$ cat src/rtl/spk_idx_dec.sv
// Sparse spike-index decoder: turns the encoder's 6-bit offset/end token stream
// back into absolute neuron addresses and flags the end of each timestep.
// Optional token-format checking is enabled by defining SPK_IDX_DEC_CHK_EN;
// without it fmt_err is tied low and no check logic is built.
module spk_idx_dec #(
    parameter int unsigned WORDS  = 8,
    parameter int unsigned ADDR_W = 8
) (
    input  logic              clk,
    input  logic              rst_n,
    input  logic              ipt_valid,
    output logic              ipt_ready,
    input  logic [5:0]        enc,
    output logic              opt_valid,
    input  logic              opt_ready,
    output logic [ADDR_W-1:0] addr,
    output logic              step_done,
    output logic [ADDR_W:0]   spk_cnt,
    output logic              fmt_err
);

    localparam int unsigned WIDX_W = (WORDS > 1) ? $clog2(WORDS) : 1;
    localparam int unsigned ACC_W  = 6;
    localparam int unsigned OFF_W  = 5;
    localparam int unsigned CNT_W  = ADDR_W + 1;
    localparam logic [WIDX_W-1:0] LAST_WORD = WIDX_W'(WORDS - 1);

    typedef enum logic {
        S_RUN   = 1'b0,
        S_DRAIN = 1'b1
    } state_e;

    state_e              state_q,     state_d;
    logic [ACC_W-1:0]    bit_acc_q,   bit_acc_d;
    logic [WIDX_W-1:0]   word_idx_q,  word_idx_d;
    logic [CNT_W-1:0]    run_cnt_q,   run_cnt_d;
    logic                opt_valid_q, opt_valid_d;
    logic [ADDR_W-1:0]   addr_q,      addr_d;
    logic                step_done_q, step_done_d;
    logic [CNT_W-1:0]    spk_cnt_q,   spk_cnt_d;

    logic                is_end_c;
    logic [OFF_W-1:0]    off_c;
    logic [ACC_W-1:0]    sum_c;
    logic                tok_acc_c;

    // Token field split and running bit position of the candidate spike
    assign is_end_c  = enc[5];
    assign off_c     = enc[4:0];
    assign sum_c     = bit_acc_q + ACC_W'(off_c);
    assign tok_acc_c = ipt_valid && ipt_ready;

    // Next-state, output-register load and handshake decode
    always_comb begin
        state_d     = state_q;
        bit_acc_d   = bit_acc_q;
        word_idx_d  = word_idx_q;
        run_cnt_d   = run_cnt_q;
        opt_valid_d = opt_valid_q;
        addr_d      = addr_q;
        step_done_d = 1'b0;
        spk_cnt_d   = spk_cnt_q;
        ipt_ready   = 1'b0;

        // A retiring output empties the register unless a new load overrides below
        if (opt_ready) begin
            opt_valid_d = 1'b0;
        end

        case (state_q)
            S_RUN: begin
                ipt_ready = !opt_valid_q || opt_ready;
                if (ipt_valid && (!opt_valid_q || opt_ready)) begin
                    if (!is_end_c) begin
                        addr_d      = ADDR_W'({word_idx_q, sum_c[4:0]});
                        opt_valid_d = 1'b1;
                        bit_acc_d   = sum_c;
                        run_cnt_d   = run_cnt_q + CNT_W'(1);
                    end else begin
                        bit_acc_d = '0;
                        if (word_idx_q == LAST_WORD) begin
                            word_idx_d = '0;
                            state_d    = S_DRAIN;
                        end else begin
                            word_idx_d = word_idx_q + WIDX_W'(1);
                        end
                    end
                end
            end
            S_DRAIN: begin
                // Timestep closes once the last address has left the output register
                if (!opt_valid_q || opt_ready) begin
                    step_done_d = 1'b1;
                    spk_cnt_d   = run_cnt_q;
                    run_cnt_d   = '0;
                    state_d     = S_RUN;
                end
            end
            default: begin
                state_d = S_RUN;
            end
        endcase
    end

    // State and output registers
    always_ff @(posedge clk or negedge rst_n) begin
        if (!rst_n) begin
            state_q     <= S_RUN;
            bit_acc_q   <= '0;
            word_idx_q  <= '0;
            run_cnt_q   <= '0;
            opt_valid_q <= 1'b0;
            addr_q      <= '0;
            step_done_q <= 1'b0;
            spk_cnt_q   <= '0;
        end else begin
            state_q     <= state_d;
            bit_acc_q   <= bit_acc_d;
            word_idx_q  <= word_idx_d;
            run_cnt_q   <= run_cnt_d;
            opt_valid_q <= opt_valid_d;
            addr_q      <= addr_d;
            step_done_q <= step_done_d;
            spk_cnt_q   <= spk_cnt_d;
        end
    end

    assign opt_valid = opt_valid_q;
    assign addr      = addr_q;
    assign step_done = step_done_q;
    assign spk_cnt   = spk_cnt_q;

`ifdef SPK_IDX_DEC_CHK_EN
    logic first_q,   first_d;
    logic fmt_err_q, fmt_err_d;

    // Sticky detection of overflowing, duplicate or badly terminated words
    always_comb begin
        first_d   = first_q;
        fmt_err_d = fmt_err_q;
        if (tok_acc_c) begin
            if (!is_end_c) begin
                first_d = 1'b0;
                if (sum_c[5] || (!first_q && (off_c == '0))) begin
                    fmt_err_d = 1'b1;
                end
            end else begin
                first_d = 1'b1;
                if ((7'(bit_acc_q) + 7'(off_c)) != 7'd31) begin
                    fmt_err_d = 1'b1;
                end
            end
        end
    end

    // Check-state registers
    always_ff @(posedge clk or negedge rst_n) begin
        if (!rst_n) begin
            first_q   <= 1'b1;
            fmt_err_q <= 1'b0;
        end else begin
            first_q   <= first_d;
            fmt_err_q <= fmt_err_d;
        end
    end

    assign fmt_err = fmt_err_q;
`else
    logic unused_c;

    // Accept strobe only feeds the checker; keep it referenced when that is absent
    assign unused_c = tok_acc_c;
    assign fmt_err  = 1'b0;
`endif

endmodule

$ cat config.mk
export PLATFORM = sky130hd
export DESIGN_NAME = spk_idx_dec
export DESIGN_NICKNAME = d
export VERILOG_FILES = /design/src/rtl/spk_idx_dec.sv
export SDC_FILE = /design/constraint.sdc
export NUM_CORES = 1
export LEC_CHECK = 0
export ABC_CLOCK_PERIOD_IN_PS = 2350
export CAP_MARGIN = 20
export CORE_MARGIN = 10
export CORE_UTILIZATION = 40
export CTS_BUF_LIST = sky130_fd_sc_hd__clkbuf_4 sky130_fd_sc_hd__clkbuf_8
export DETAILED_ROUTE_END_ITERATION = 10
export PLACE_DENSITY = 0.7
export SLEW_MARGIN = 20
export SYNTH_ARGS = -nofsm -noshare
export SYNTH_HDL_FRONTEND = slang
export SYNTH_SLANG_ARGS = --single-unit
export TNS_END_PERCENT = 30
$ cat constraint.sdc
create_clock -name clk -period 2.35 [get_ports clk]
set_input_delay 0.47 -clock clk [delete_from_list [all_inputs] [get_ports clk]]
set_output_delay 0.47 -clock clk [all_outputs]
set_load 0.01 [all_outputs]
# --- After elaboration in Yosys (flattened, before gate mapping) ---
# Cells that the tools add are included.
totals:
  out_inout_bits: 21
  ff_bits: 38
  input_bits: 10
  word_cells: 43
op_classes:
  muxes: 18
  eq_ne: 4
  add_sub_neg: 3
  n_bitwise: 2
  n_reduce_logical: 8
op_table:
  columns: ["cell", "count"]
  rows:
  - ["2-to-1 mux 9 bit", 3]
  - ["one-hot mux 9 bit (2 select lines)", 1]
  - ["2-to-1 mux 1 bit", 11]
  - ["adder 9 x 1 -> 9 bit (second input constant)", 1]
  - ["AND reduction 3 bit", 3]
  - ["adder 6 x 5 -> 6 bit", 1]
  - ["2-to-1 mux 6 bit", 1]
  - ["!= test 2 bit (second input constant)", 2]
  - ["AND reduction 2 bit", 2]
  - ["adder 3 x 1 -> 3 bit (second input constant)", 1]
  - ["equality test 3 bit (second input constant)", 1]
  - ["2-to-1 mux 3 bit", 1]
  - ["!= test 2 x 1 -> 1 bit (second input constant)", 1]
  - ["NOT 1 bit", 2]
  - ["one-hot mux 1 bit (2 select lines)", 1]
  - ["logical AND 1 bit", 1]
  - ["logical NOT 1 bit", 1]
  - ["logical OR 1 bit", 1]

# --- Depth between registers and ports, before layout ---
depth:
  ltp_word: 5
  ltp_mapped: 6
  mapped_depth_nobuf: 6

# --- Least setup slack after synthesis ---
# Ideal clock, no wire load.
synth_timing:
  path_kind: "input port to flip-flop"
  startpoint: "input enc[0]"
  endpoint: "register addr_q[4], in the netlist addr[4]"
  required_time_ns: 2.225
  arrival_time_ns: 1.915
  path_buffers: 0
  setup_ns: 0.125
  setup_slack_ns: 0.310
  cell_stages: 6
  path_cell_list: "ha_1 -> fa_1 -> a21o_1 -> a21oi_2 -> xnor3_1 -> mux2_2"
synth_between:
  elab_chain_len: 1
synth_rtl:
  columns: ["item", "line", "source"]
  rows:
  - ["from (decl)", "13", "input logic [5:0] enc,"]
  - ["adder 6 x 5 -> 6 bit", "50", "assign sum_c = bit_acc_q + ACC_W'(off_c);"]
  - ["to (signal assigned)", "122", "addr_q <= addr_d;"]
  - ["to (decl)", "38", "logic [ADDR_W-1:0] addr_q, addr_d;"]
# Every way passes these cells.
# A chain may end at the register's enable or synchronous reset.

# --- Worst setup path after layout ---
# Same ends and word-level chain as after synthesis.

==> run_results.csv <==
group,metric,value,unit
run_status,outcome,"completed",
layout,layout_commonest_cell,"sky130_fd_sc_hd__nand2_1",
layout,fraction_of_layout_instances_using_a_drive_strength_above_1,0.109,
grt,grt-ovfl-total,0,
clock_network,holdBufCountCts,0,
grt,track_usage,0.0991,
setup_path,worst_setup_path_end_kind,"flip-flop",
detailed_routing,drt_drc_violations_left,0,
grt,pin_count_of_the_biggest_net_entering_global_routing,38,
logic_synthesis,synth.cell_area,1770,um^2
power_and_ir_drop,p_leak,1.07,nW
timing,number_of_endpoints_failing_setup_at_the_final_stage,0,
grt,grt_antenna_before_repair,0,
clock_network,ctsHtreeMaxLevel,2,
placed_design,detailed_place_hpwl,2670,um
setup_path,cp_max_fo,3,
detailed_routing,drt_wl_total,3510,um
setup_path,worstSetupPathType,"in -> reg",
min_path,timing.hold.worst.class,"in -> async",
logic_synthesis,post_synth_num_cell_types,38,
timing,maxSlewHeadroom,0.472,
logic_synthesis,syn-instance-count,174,
detailed_routing,dr_total_vias,1312,
logic_synthesis,postSynth.topFlopCell,"sky130_fd_sc_hd__dfrtp_1",
logic_synthesis,number_of_flip_flops_and_latches_in_the_synthesized_netlist,37,
power_and_ir_drop,irDropWorstVdd,0.555,mV
layout,multi_input_area,801,um^2
placed_design,placed_cell_area,2130,um^2
power_and_ir_drop,pwr_density_cell,1020,nW/um^2
timing,setup_repair_after_global_routing_missed_its_margin,"no",
setup_path,critical_path.reg2reg.startpoint,"bit_acc_q[0]",
logic_synthesis,seq_area_frac_synth,0.524,
setup_path,worst_ep_required_time,2.52,ns
placed_design,io_buffers,29,
clock_network,cts_max_path_buffers,2,
layout,fin_area,2220,um^2
floorplan,fp-row-count,24,
logic_synthesis,synth.yosys.warnings,0,
placed_design,finalWeightedCongestion,0.752,
timing,finalCritPeriodShare,0.954,
grt,grt_pass1_vias,1296,
floorplan,floorplan.io_pins,31,
detailed_routing,final_antenna_net_count,0,
floorplan,floorplan.core_area,4320,um^2
detailed_routing,detail_route.first_pass.iterations,4,
setup_path,timing.reg2reg.worst_path_depth,6,
logic_synthesis,synth_edf_count,0,
detailed_routing,initialDrtViolationCount,65,
logic_synthesis,synthesized_area_divided_by_synthesized_cell_count,10.2,um^2
timing,tightestPinTransition,0.792,ns
layout,fin_nets,228,
layout,insertedDiodeCount,0,
logic_synthesis,yosys.area.top_type_share,0.524,
setup_path,r2r-end,"addr[4]",
logic_synthesis,asyncSetResetFlopFracSynth,1.00,
clock_network,cts_sinks,37,
layout,area_delta_synth_final,25.6,%
setup_path,reg_to_reg_setup_timing_slack,0.31,ns
timing,hold_viol_final,0,
logic_synthesis,synth_fp_nets,192,
clock_network,numCtsBuffers,5,
clock_network,tritoncts,"built",
clock_network,insertion_delay,0.28,ns
floorplan,dieWidth,86.5,um
timing,postLayoutSetupSlackWorst,0.108,ns
clock_network,post_cts.repair.setup_buffers,0,
setup_path,critical_path_launch_point_type,"input pin",
logic_synthesis,synth_area_leaders,"sky130_fd_sc_hd__dfrtp_1 52%, sky130_fd_sc_hd__nand2_1 10%, sky130_fd_sc_hd__ha_1 5.0%",
detailed_routing,route.detailed.vias_per_inst,4.99,
setup_path,critPathArrivalTime,2.42,ns
floorplan,die-area,7480,um^2
timing,max_freq,446,MHz
clock_network,post_cts_resize_count,0,
timing,finalClockSkew,0.00269,ns
clock_network,clockRootBuffer,"sky130_fd_sc_hd__clkbuf_8",
layout,mostFrequentLayoutCells,"49 x sky130_fd_sc_hd__nand2_1, 37 x sky130_fd_sc_hd__dfrtp_1, 28 x sky130_fd_sc_hd__clkdlybuf4s50_1",
layout,fill_cells,407,
placed_design,place_worst_setup_slack,-0.210,ns
run,drv.max_cap_violation_count,0,
layout,regArea,926,um^2
floorplan,die-height,86.5,um
grt,grt_first_pass_wirelength,6070,um
timing,finalCriticalPeriod,2.24,ns
detailed_routing,post_drt_wl_per_cell,13.4,um
timing,drv_slew,0,
clock_network,cts.clk_slew.worst_paths,0.07,ns
floorplan,starting_density_of_the_core,0.409,
logic_synthesis,yosysTopAreaCell,"sky130_fd_sc_hd__dfrtp_1",
## cell families after synthesis
family	after synthesis	synth area share
simple gates	78	0.203
flops	37	0.524
compound gates	29	0.111
buf+inv	9	0.0227
fa+ha+maj	8	0.0609
mux	7	0.0432
xor+xnor	5	0.0326
other cells	1	0.00212
## registers in the layout, indices dropped and copies added (netlist names)
signal / count
run_cnt_q: 9
spk_cnt: 9
addr: 8
bit_acc_q: 5
word_idx_q: 3
opt_valid: 1
state_q: 1
step_done: 1
## cells in the mapped netlist (2+ instances only)
cell type,count
sky130_fd_sc_hd__mux2_2,5
sky130_fd_sc_hd__a21oi_1,8
sky130_fd_sc_hd__and2_1,2
sky130_fd_sc_hd__nor2b_1,2
sky130_fd_sc_hd__a22o_1,3
sky130_fd_sc_hd__nand3b_1,2
sky130_fd_sc_hd__nor2_1,7
sky130_fd_sc_hd__a21o_1,4
sky130_fd_sc_hd__dfrtp_1,37
sky130_fd_sc_hd__nand4_1,2
sky130_fd_sc_hd__or3_1,5
sky130_fd_sc_hd__clkbuf_1,2
sky130_fd_sc_hd__nand2_1,49
sky130_fd_sc_hd__o21ai_0,8
sky130_fd_sc_hd__ha_1,7
sky130_fd_sc_hd__nand2b_1,2
sky130_fd_sc_hd__buf_2,2
sky130_fd_sc_hd__xnor2_1,3
sky130_fd_sc_hd__inv_1,3
sky130_fd_sc_hd__mux2i_1,2
sky130_fd_sc_hd__nor3_1,2
## layer usage
metal	wire length [um]	global-route usage
met1	1560	0.118
met2	1740	0.162
met3	163	0.0319
met4	48	0.0398
met5	0	0
## layout make-up
type | instances | area share
clock buffer | 6 | 0.0344
clock inverter | 2 | 0.00451
inverter | 3 | 0.00507
multi-input combinational | 128 | 0.361
sequential | 37 | 0.417
tap | 52 | 0.0293
timing repair buffer | 35 | 0.149
## worst max path at each step
stage	start	endpoint	slack, ns	cells past startpoint
after floorplan	enc[0]	addr[4]	0.31	6
after global placement	enc[0]	addr[4]	-0.16	7
after detailed placement	enc[0]	addr[4]	-0.21	7
after CTS	enc[0]	addr[4]	0.1	7
after global routing	enc[0]	addr[4]	0.02	7
final	enc[0]	addr[4]	0.11	7
## worst max-delay path: stages
cell and delay (ns):
sky130_fd_sc_hd__clkdlybuf4s50_1 0.40, sky130_fd_sc_hd__ha_1 0.22, sky130_fd_sc_hd__fa_1 0.38, sky130_fd_sc_hd__a21o_1 0.18
sky130_fd_sc_hd__a21oi_2 0.24, sky130_fd_sc_hd__xnor3_1 0.25, sky130_fd_sc_hd__mux2_2 0.26
## power breakdown
group          switching (mW)  leakage (nW)  internal, mW
Sequential              0.186         0.475         0.847
Combinational           0.342         0.545         0.454
Clock                   0.219        0.0484         0.217
Total                   0.747          1.07          1.52
## metrics by stage
stage	power [mW]	hold WS, ns	TNS, ns	std cells	utilization
2_1_floorplan	1.48	0.174	0	174	-
3_3_place_gp	1.83	0.459	-0.236	255	0.493
3_5_place_dp	1.86	0.465	-0.334	255	0.493
4_1_cts	2.30	0.300	0	263	0.513
5_1_grt	2.44	0.331	0	263	0.513
6_report	2.27	0.266	0	263	0.513
(Power assumes the default switching activity.)
